--- config.mk ---
export PLATFORM = sky130hd
export DESIGN_NAME = uart_rx_ovs
export DESIGN_NICKNAME = d
export VERILOG_FILES = /design/src/rtl/uart_pkg.sv /design/src/rtl/uart_sync_fifo.sv /design/src/rtl/uart_rx_ovs.sv
export SDC_FILE = /design/constraint.sdc
export NUM_CORES = 1
export LEC_CHECK = 0
export ABC_AREA = 1
export BUFFER_PORTS_ARGS = -buffer_cell sky130_fd_sc_hd__buf_4
export CORE_UTILIZATION = 43
export DETAILED_ROUTE_END_ITERATION = 16
export HOLD_SLACK_MARGIN = 0.08
export MAX_ROUTING_LAYER = met4
export PLACE_DENSITY = 0.64
export SETUP_SLACK_MARGIN = 0.2
export SYNTH_ARGS = -nofsm -noshare
export SYNTH_HDL_FRONTEND = slang
export SYNTH_SLANG_ARGS = --single-unit
--- constraint.sdc ---
create_clock -name clk_50m -period 2.2 [get_ports clk_50m]
set_clock_uncertainty 0.15 [all_clocks]
set_input_delay 0.22 -clock clk_50m [delete_from_list [all_inputs] [get_ports clk_50m]]
set_output_delay 0.22 -clock clk_50m [all_outputs]
set_load 0.01 [all_outputs]
--- src/rtl/uart_pkg.sv ---
//==============================================================================
// Module      : uart_pkg
// Description : Shared constants, FSM encoding and baud-divider helper for the
//               oversampling UART receiver.
// Revision    : 1.0 - initial release
//==============================================================================
`default_nettype none

package uart_pkg;

  localparam int c_par_none = 0;
  localparam int c_par_even = 1;
  localparam int c_par_odd  = 2;

  typedef enum logic [2:0] {
    ST_IDLE   = 3'd0,
    ST_START  = 3'd1,
    ST_DATA   = 3'd2,
    ST_PARITY = 3'd3,
    ST_STOP   = 3'd4
  } rx_state_e;

  // Rounded clocks per 16x oversample tick.
  function automatic int calc_div(input int clk_hz, input int baud);
    longint num;
    longint den;
    den = longint'(baud) * 16;
    num = longint'(clk_hz) + longint'(baud) * 8;
    return int'(num / den);
  endfunction

endpackage

`default_nettype wire

--- src/rtl/uart_sync_fifo.sv ---
//==============================================================================
// Module      : uart_sync_fifo
// Description : Single-clock show-ahead FIFO; head word is presented whenever
//               the FIFO is non-empty and reads as zero otherwise.
// Revision    : 1.0 - initial release
//==============================================================================
`default_nettype none

module uart_sync_fifo #(
  parameter int WIDTH = 10,
  parameter int DEPTH = 4
) (
  input  logic             clk_i,
  input  logic             rst_ni,
  input  logic             push_i,
  input  logic [WIDTH-1:0] din_i,
  input  logic             pop_i,
  output logic [WIDTH-1:0] dout_o,
  output logic             full_o,
  output logic             empty_o
);

  localparam int c_aw = $clog2(DEPTH);

  logic [c_aw:0]      wr_q;
  logic [c_aw:0]      rd_q;
  logic [WIDTH-1:0]   mem_q [DEPTH];
  logic               w_wr_en;
  logic               w_rd_en;

  assign empty_o = (wr_q == rd_q);
  assign full_o  = (wr_q[c_aw] != rd_q[c_aw]) &&
                   (wr_q[c_aw-1:0] == rd_q[c_aw-1:0]);

  // A pop frees the slot a simultaneous push needs when full.
  assign w_rd_en = pop_i && !empty_o;
  assign w_wr_en = push_i && (!full_o || w_rd_en);

  assign dout_o = empty_o ? '0 : mem_q[rd_q[c_aw-1:0]];

  always_ff @(posedge clk_i or negedge rst_ni) begin
    if (!rst_ni) begin
      wr_q <= '0;
      rd_q <= '0;
    end else begin
      if (w_wr_en) wr_q <= wr_q + (c_aw+1)'(1);
      if (w_rd_en) rd_q <= rd_q + (c_aw+1)'(1);
    end
  end

  always_ff @(posedge clk_i) begin
    if (w_wr_en) mem_q[wr_q[c_aw-1:0]] <= din_i;
  end

endmodule

`default_nettype wire

--- src/rtl/uart_rx_ovs.sv ---
//==============================================================================
// Module      : uart_rx_ovs
// Description : 16x oversampling UART receiver with 3-sample majority voting,
//               optional parity, 1/2 stop bits and a show-ahead receive FIFO.
// Revision    : 1.0 - initial release
//==============================================================================
`default_nettype none

module uart_rx_ovs #(
  parameter int CLK_HZ     = 50_000_000,
  parameter int BAUD       = 115200,
  parameter int DATA_BITS  = 8,
  parameter int PARITY     = 0,
  parameter int STOP_BITS  = 1,
  parameter int FIFO_DEPTH = 4
) (
  input  logic                 clk_50m,
  input  logic                 start,
  input  logic                 rx_pin,
  output logic [DATA_BITS-1:0] rx_data,
  output logic                 rx_data_valid,
  input  logic                 rx_data_ready,
  output logic                 rx_frame_err,
  output logic                 rx_parity_err,
  output logic                 rx_overrun,
  output logic                 rx_busy
);

  import uart_pkg::*;

  localparam int c_div     = calc_div(CLK_HZ, BAUD);
  localparam int c_div_w   = (c_div < 2) ? 1 : $clog2(c_div);
  localparam int c_word_w  = DATA_BITS + 2;
  localparam logic [c_div_w-1:0] c_div_max  = c_div_w'(c_div - 1);
  localparam logic [2:0]         c_last_dat = 3'(DATA_BITS - 1);
  localparam logic [2:0]         c_last_stp = 3'(STOP_BITS - 1);

  generate
    if (c_div < 2 || DATA_BITS < 5 || DATA_BITS > 8 ||
        PARITY < c_par_none || PARITY > c_par_odd ||
        STOP_BITS < 1 || STOP_BITS > 2 ||
        FIFO_DEPTH < 2 || (FIFO_DEPTH & (FIFO_DEPTH - 1)) != 0) begin : g_param_err
      $error("uart_rx_ovs: illegal parameter set");
    end
  endgenerate

  logic                  sync1_q;
  logic                  sync2_q;
  logic                  prev_q;
  rx_state_e             state_q;
  rx_state_e             state_d;
  logic [c_div_w-1:0]    div_q;
  logic [3:0]            tick_idx_q;
  logic [2:0]            bit_cnt_q;
  logic [1:0]            smp_q;
  logic [DATA_BITS-1:0]  shift_q;
  logic                  par_err_q;
  logic                  frm_err_q;

  logic                  w_rx;
  logic                  w_fall;
  logic                  w_tick;
  logic                  w_dec;
  logic                  w_bit;
  logic                  w_push;
  logic                  w_pop;
  logic                  w_full;
  logic                  w_empty;
  logic [c_word_w-1:0]   w_word;
  logic [c_word_w-1:0]   w_head;

  always_ff @(posedge clk_50m or negedge start) begin
    if (!start) begin
      sync1_q <= 1'b1;
      sync2_q <= 1'b1;
      prev_q  <= 1'b1;
    end else begin
      sync1_q <= rx_pin;
      sync2_q <= sync1_q;
      prev_q  <= sync2_q;
    end
  end

  assign w_rx   = sync2_q;
  assign w_fall = prev_q & ~w_rx;
  assign w_tick = (div_q == c_div_max);
  assign w_dec  = w_tick && (tick_idx_q == 4'd9) && (state_q != ST_IDLE);
  // smp_q[1] holds tick 7, smp_q[0] tick 8; tick 9 is the live sample.
  assign w_bit  = (smp_q[1] & smp_q[0]) | (smp_q[1] & w_rx) | (smp_q[0] & w_rx);

  always_ff @(posedge clk_50m or negedge start) begin
    if (!start) state_q <= ST_IDLE;
    else        state_q <= state_d;
  end

  always_comb begin
    state_d = state_q;
    w_push  = 1'b0;
    case (state_q)
      ST_IDLE: begin
        if (w_fall) state_d = ST_START;
      end
      ST_START: begin
        if (w_dec) state_d = w_bit ? ST_IDLE : ST_DATA;
      end
      ST_DATA: begin
        if (w_dec && bit_cnt_q == c_last_dat)
          state_d = (PARITY != c_par_none) ? ST_PARITY : ST_STOP;
      end
      ST_PARITY: begin
        if (w_dec) state_d = ST_STOP;
      end
      ST_STOP: begin
        if (w_dec && bit_cnt_q == c_last_stp) begin
          state_d = ST_IDLE;
          w_push  = 1'b1;
        end
      end
      default: state_d = ST_IDLE;
    endcase
  end

  // Counters are held at zero while idle so the start edge begins bit timing.
  always_ff @(posedge clk_50m or negedge start) begin
    if (!start) begin
      div_q      <= '0;
      tick_idx_q <= '0;
      bit_cnt_q  <= '0;
      smp_q      <= '0;
      shift_q    <= '0;
      par_err_q  <= 1'b0;
      frm_err_q  <= 1'b0;
    end else if (state_q == ST_IDLE) begin
      div_q      <= '0;
      tick_idx_q <= '0;
      bit_cnt_q  <= '0;
      par_err_q  <= 1'b0;
      frm_err_q  <= 1'b0;
    end else begin
      div_q <= w_tick ? '0 : div_q + c_div_w'(1);
      if (w_tick) begin
        tick_idx_q <= tick_idx_q + 4'd1;
        if (tick_idx_q == 4'd7) smp_q[1] <= w_rx;
        if (tick_idx_q == 4'd8) smp_q[0] <= w_rx;
      end
      if (w_dec) begin
        case (state_q)
          ST_DATA:   shift_q   <= {w_bit, shift_q[DATA_BITS-1:1]};
          ST_PARITY: par_err_q <= (((^shift_q) ^ w_bit) != (PARITY == c_par_odd));
          ST_STOP:   if (!w_bit) frm_err_q <= 1'b1;
          default:   ;
        endcase
        bit_cnt_q <= (state_d != state_q) ? 3'd0 : bit_cnt_q + 3'd1;
      end
    end
  end

  assign w_word = {par_err_q, frm_err_q | ~w_bit, shift_q};
  assign w_pop  = ~w_empty & rx_data_ready;

  uart_sync_fifo #(
    .WIDTH (c_word_w),
    .DEPTH (FIFO_DEPTH)
  ) u_fifo (
    .clk_i   (clk_50m),
    .rst_ni  (start),
    .push_i  (w_push),
    .din_i   (w_word),
    .pop_i   (w_pop),
    .dout_o  (w_head),
    .full_o  (w_full),
    .empty_o (w_empty)
  );

  assign rx_data       = w_head[DATA_BITS-1:0];
  assign rx_frame_err  = w_head[DATA_BITS];
  assign rx_parity_err = w_head[DATA_BITS+1];
  assign rx_data_valid = ~w_empty;
  assign rx_overrun    = w_push & w_full & ~w_pop;
  assign rx_busy       = (state_q != ST_IDLE);

endmodule

`default_nettype wire

# Word-level counts from Yosys, hierarchy flattened
# Memory sizes are Yosys's and may differ from the RTL's.
# Index checks and enable logic that the tools add are counted.
[totals] reg_bits=36 ramBits=40 in_bits=4 output_inout_bits=13 wordCells=99 memories=1
[memory_table] name="u_fifo.mem_q" depth=4 width=10 rd=1 rd_ports_with_merged_regs=0 write_ports=1 line="uart_sync_fifo.sv:27" rtl="logic [WIDTH-1:0] mem_q [DEPTH];"
[classes] add_sub_neg=5 n_eq_ne=14 n_mux=26 bitwise_logic=16 reduce_logical=23
[op_table] op="3-bit two-way mux" n=8
[op_table] op="3-bit case mux with 5 select lines" n=1
[op_table] op="3-bit AND reduction" n=4
[op_table] op="1-bit two-way mux" n=11
[op_table] op="10-bit two-way mux" n=1
[op_table] op="5-bit two-way mux" n=2
[op_table] op="3-bit by 1-bit adder with 3-bit output (second input constant)" n=3
[op_table] op="4-bit == test (second input constant)" n=2
[op_table] op="4-bit two-way mux" n=2
[op_table] op="2-bit nonzero test" n=4
[op_table] op="8-bit XOR reduction" n=1
[op_table] op="1-bit bitwise AND" n=7
[op_table] op="1-bit logical AND" n=7
[op_table] op="3-bit by 2-bit == test with 1-bit output (second input constant)" n=2
[op_table] op="3-bit == test (second input constant)" n=2
[op_table] op="3-bit zero test" n=2
[op_table] op="5-bit by 1-bit adder with 5-bit output (second input constant)" n=1
[op_table] op="5-bit == test (second input constant)" n=1
[op_table] op="1-bit NOT" n=5
[op_table] op="4-bit by 1-bit adder with 4-bit output (second input constant)" n=1
[op_table] op="4-bit by 3-bit == test with 1-bit output (second input constant)" n=1
[op_table] op="3-bit by 1-bit == test with 1-bit output (second input constant)" n=1
[op_table] op="3-bit == test" n=1
[op_table] op="3-bit != test" n=1
[op_table] op="10 further kinds" n=13

# Depth between registers and ports, before layout
[depth] word_depth=10 ltp_mapped=12

# By module
# From an unflattened synthesis, not the netlist that was laid out.
[hier_totals] hier_cells=372 area_unflattened_um2=3643.5
[modules_own_cells] module="uart_sync_fifo" n_inst=1 cells_per_inst=187 area_per_inst_um2=2019.4 seq_area_each_um2=1351.3
[modules_own_cells] module="uart_rx_ovs" n_inst=1 cells_per_inst=185 area_per_inst_um2=1624.1 seq_area_each_um2=754.5

# Worst setup path before layout
# OpenSTA, ideal clock, no wires.
[synth_path] path_kind="reg2reg" startpoint="reg div_q[0]" endpoint="mem u_fifo.mem_q[0][0] (enable)" t_arrival_ps=1754 path_slack_ps=-81 path_stages_with_launch=9 period_less_slack_ps=2281 cell_sequence="dfrtp_1 > inv_1 > ha_1 > nand4_2 > nor2_4 > nand3_4 > nor3_4 > nand2_4 > nor2_1"
[synth_between] elab_chain_cells=9
[synth_lines] item="start, declared" line="uart_rx_ovs.sv:52" rtl="logic [c_div_w-1:0] div_q;"
[synth_lines] item="start signal, assigned" line="uart_rx_ovs.sv:140" rtl="div_q <= w_tick ? '0 : div_q + c_div_w'(1);"
[synth_lines] item="5-bit == test" line="uart_rx_ovs.sv:86" rtl="assign w_tick = (div_q == c_div_max);"
[synth_lines] item="1-bit logical AND (2 in a row)" line="uart_rx_ovs.sv:87" rtl="assign w_dec = w_tick && (tick_idx_q == 4'd9) && (state_q != ST_IDLE);"
[synth_lines] item="1-bit logical AND" line="uart_rx_ovs.sv:114" rtl="if (w_dec && bit_cnt_q == c_last_stp) begin"
[synth_lines] item="1-bit two-way mux" line="uart_rx_ovs.sv:114"
[synth_lines] item="1-bit two-way mux" line="uart_rx_ovs.sv:99" rtl="case (state_q)"
[synth_lines] item="1-bit logical AND" line="uart_sync_fifo.sv:37" rtl="assign w_wr_en = push_i && (!full_o || w_rd_en);"
[synth_lines] item="1-bit two-way mux" line="uart_sync_fifo.sv:52" rtl="if (w_wr_en) mem_q[wr_q[c_aw-1:0]] <= din_i;"
[synth_lines] item="1-bit two-way mux (implied by the code)" line="uart_sync_fifo.sv:52"
[synth_lines] item="end, declared" line="uart_sync_fifo.sv:27"
# No other way between the ends.

# Final worst setup path
[layout_path] startpoint="reg div_q[0]" endpoint="mem u_fifo.mem_q[3][8] (enable)"
# The elaborated chain is that of the path after synthesis.

==> results.ini <==
[yosys]
synth_top_cell_area_share_pct = 34.0
count_of_flip_flops_with_a_built_in_enable_after_synthesis = 40
synthesis.area_sq_um = 3530
avgSynthCellArea_sq_um = 10.4
ys_seq_area_share_pct = 59.7
ys.flop_type = sky130_fd_sc_hd__edfxtp_1
post_synth_num_cell_types = 33
synth_area_leaders = sky130_fd_sc_hd__edfxtp_1 34%, sky130_fd_sc_hd__dfrtp_1 23%, sky130_fd_sc_hd__nor2_1 6.0%, sky130_fd_sc_hd__nand2_1 5.5%, sky130_fd_sc_hd__ha_1 4.6%
synth_cells = 339
synth.net_count = 356
synth.ff_latch_count = 76
async_reset_ff_share_pct = 47.4
ys.warnings.count = 0
synth_area_leader_cell = sky130_fd_sc_hd__edfxtp_1

[detailed_routing]
drt-pass1-iter-count = 4
routed-wl-met3_um = 197
detail_route_antenna_nets = 0
wl_per_cell_um = 12.9
drc = 0
route.top_layer_used = met4
routed_wirelength_um = 6300
viasPerCell = 4.85
route.vias.total = 2363
route.met2.wl_um = 3030
wl_met1_um = 2950
drt_iter0_drc = 110

[finish]
drive_gt1_share_pct = 22.6
regArea_sq_um = 2110
multiInputGateArea_sq_um = 1320
fillCellCount = 701
antennaDiodeCount = 0
areaGrowthSynthToFinish_pct = 20.8
finish.net_count = 397

[flow_run]
drv.max_cap_violation_count = 0

[cts]
clock-root-buffer = sky130_fd_sc_hd__clkbuf_8
htree_num_levels = 3
clock_sink_count = 76
tritoncts.num_buffers = 9
clkSlewWorstSetupHoldPaths_ns = 0.09
clock_network_latency_to_the_later_pin_of_the_worst_skew_pair_ns = 0.35
tritoncts = built
deepest_clock_path_buffer_count = 2

[pwr]
leakagePower_uw = 0.00193
power_density_nw_per_um2 = 664
irDropWorstVdd_uv = 543
totalPowerFinal_uw = 2830

[setup_path]
worstSetupStartpointType = flip-flop
worst-setup-path-type = reg2reg
crit_buf_inv = 2
cp_max_fo = 11
worst_path_max_delay_cell = sky130_fd_sc_hd__dfrtp_1
critical_path_arrival_ns = 1.96
path_cells = inv_1 -> ha_2 -> nand4_4 -> nor2_4 -> nand3_4 -> nor3_4 -> nand2_4 -> nor2_4 -> buf_12
critical_path_required_ns = 2.12
critical_path.max_stage_delay_ns = 0.38
critical_path_s_most_frequent_cell = sky130_fd_sc_hd__nor2_4
first_element_of_the_critical_path = div_q[0]
timing.rr.start = div_q[0]
timing.critical_path.max_delay_family = simple AND/OR/NAND/NOR gates
worstSetupEndpointType = flip-flop

[floorplanning]
pin_count = 17
floorplan.die_area_sq_um = 8570
initial_core_util_pct = 45.0
floorplan.core_area_sq_um = 7850
die_h_um = 92.6
chipWidth_um = 92.6
num_rows = 32

[global_route]
initial_antenna_violation_count = 0
overflow = 0
global_route_usage_over_all_layers_pct = 16.6
grt_max_degree = 37
first_global_vias = 2246
grt_first_pass_wirelength_um = 10500

[place]
globalplace.congestion = 0.798
place.port_buffers = 16
place.detailed.hpwl_um = 4240

[sta]
finalHoldViolations = 0
grt_setup_unrepaired = true
slew-limit-headroom_pct = 69.0
clock.fmax_ghz = 0.489
timing_max_transition_violations_final = 0
setup_violations = 0
worst_max_slew_pin_slew_ns = 0.464
layout_worst_path_cycle_share_pct = 93.0
timing.setup.tns_ns = 0
fin_crit_ns = 2.05

[worst_hold_path]
min_path_type = in2async

[status]
outcome = finished clean

-- sequential cells by signal (all words and copies together), names as in the netlist --
signal        count
u_fifo.rd_q       3
div_q             5
prev_q            1
u_fifo.mem_q     40
shift_q           8
smp_q             2
sync1_q           1
par_err_q         1
state_q           3
sync2_q           1
tick_idx_q        4
bit_cnt_q         3
u_fifo.wr_q       3
frm_err_q         1
-- metrics by stage --
stage                     utilization [%]  cells  area (sq um)  hold WS (ns)  worst slack [ns]
after floorplan                         -    339          3550        -0.226             0.100
after global placement               49.4    459          3880        0.0611            0.0978
after detailed placement             49.4    459          3880        0.0654            0.0534
after CTS                            53.7    484          4210         0.210             0.123
after global routing                 54.3    487          4260         0.214            0.0516
final                                54.3    487          4260         0.210             0.155
-- cells in the final DEF (no fill, tap or decap), types with 6 or more instances in the layout --
cell                       synthesis  layout
sky130_fd_sc_hd__buf_4             0      29
sky130_fd_sc_hd__clkbuf_8          0       9
sky130_fd_sc_hd__dfrtp_1          33      33
sky130_fd_sc_hd__edfxtp_1         40      40
sky130_fd_sc_hd__ha_1             13      11
sky130_fd_sc_hd__inv_1            39      36
sky130_fd_sc_hd__inv_2             3       6
sky130_fd_sc_hd__nand2_1          52      49
sky130_fd_sc_hd__nand3_1          16      15
sky130_fd_sc_hd__nor2_1           56      52
sky130_fd_sc_hd__o21ai_0          21      21
sky130_fd_sc_hd__o32ai_1          11      10
sky130_fd_sc_hd__xnor2_1           9       9
sky130_fd_sc_hd__xor2_1            8       8
-- report_power, final --
group	switching, uW	internal (uW)
clock network	574	437
registers	53.2	1540
logic	136	94.0
-- path summary, 6_finish.rpt --
| kind | endpoint | slack, ns | depth (start not counted) |
|---|---|---|---|
| worst min-delay path | tick_idx_q[1] | 0.21 | 2 |
| worst min register to register | sync2_q | 0.21 | 0 |
| min in group clk_50m | sync2_q | 0.21 | 0 |
| max in group asynchronous | prev_q | 1.34 | 2 |
| worst max-delay path | u_fifo.mem_q[3][8] | 0.15 | 9 |
| worst max register to register | u_fifo.mem_q[3][8] | 0.15 | 9 |
-- layer usage --
layer | vias to the layer above | GRT usage (%)
met2 | 38 | 26.2
met1 | 1109 | 20.8
met3 | 9 | 2.71
met5 | - | -
met4 | 0 | 8.33
li1 | 1207 | -
-- synthesized netlist by cell type (all sizes together) (2+ instances only) --
cell type	count
mux2	2
nand4	3
edfxtp	40
o21ai	21
dfrtp	33
dfstp	3
inv	42
nand3	18
nand2	54
nor2	60
nor3	2
o32ai	11
clkbuf	7
xor2	9
xnor2	9
ha	13
a21oi	5
-- cell families after synthesis --
group | Yosys count | share of synthesized area [%]
AOI/OAI and AO/OA | 41 | 7.27
xor gates and xnor gates | 18 | 4.68
adders and majority gates | 13 | 4.61
buffers and inverters | 50 | 5.32
DFF | 76 | 59.7
muxes | 2 | 0.638
and+or+nand+nor | 139 | 17.8
-- repair_timing --
action	CTS	global route
setup endpoints to repair	52	56
hold buffers	3	0
setup buffers	6	3
gates resized for setup	13	9
pin swaps	4	2
endpoints found under the hold margin	39	0
-- final cells by class --
| type | instances | area share, % |
|---|---|---|
| timing repair buffer | 38 | 8.51 |
| clock inverter | 7 | 1.53 |
| multi-input combinational | 213 | 31.0 |
| tap | 102 | 2.99 |
| inverter | 42 | 3.70 |
| sequential | 76 | 49.4 |
| clock buffer | 9 | 2.90 |
No activity file was read; power rests on OpenSTA's default activity.
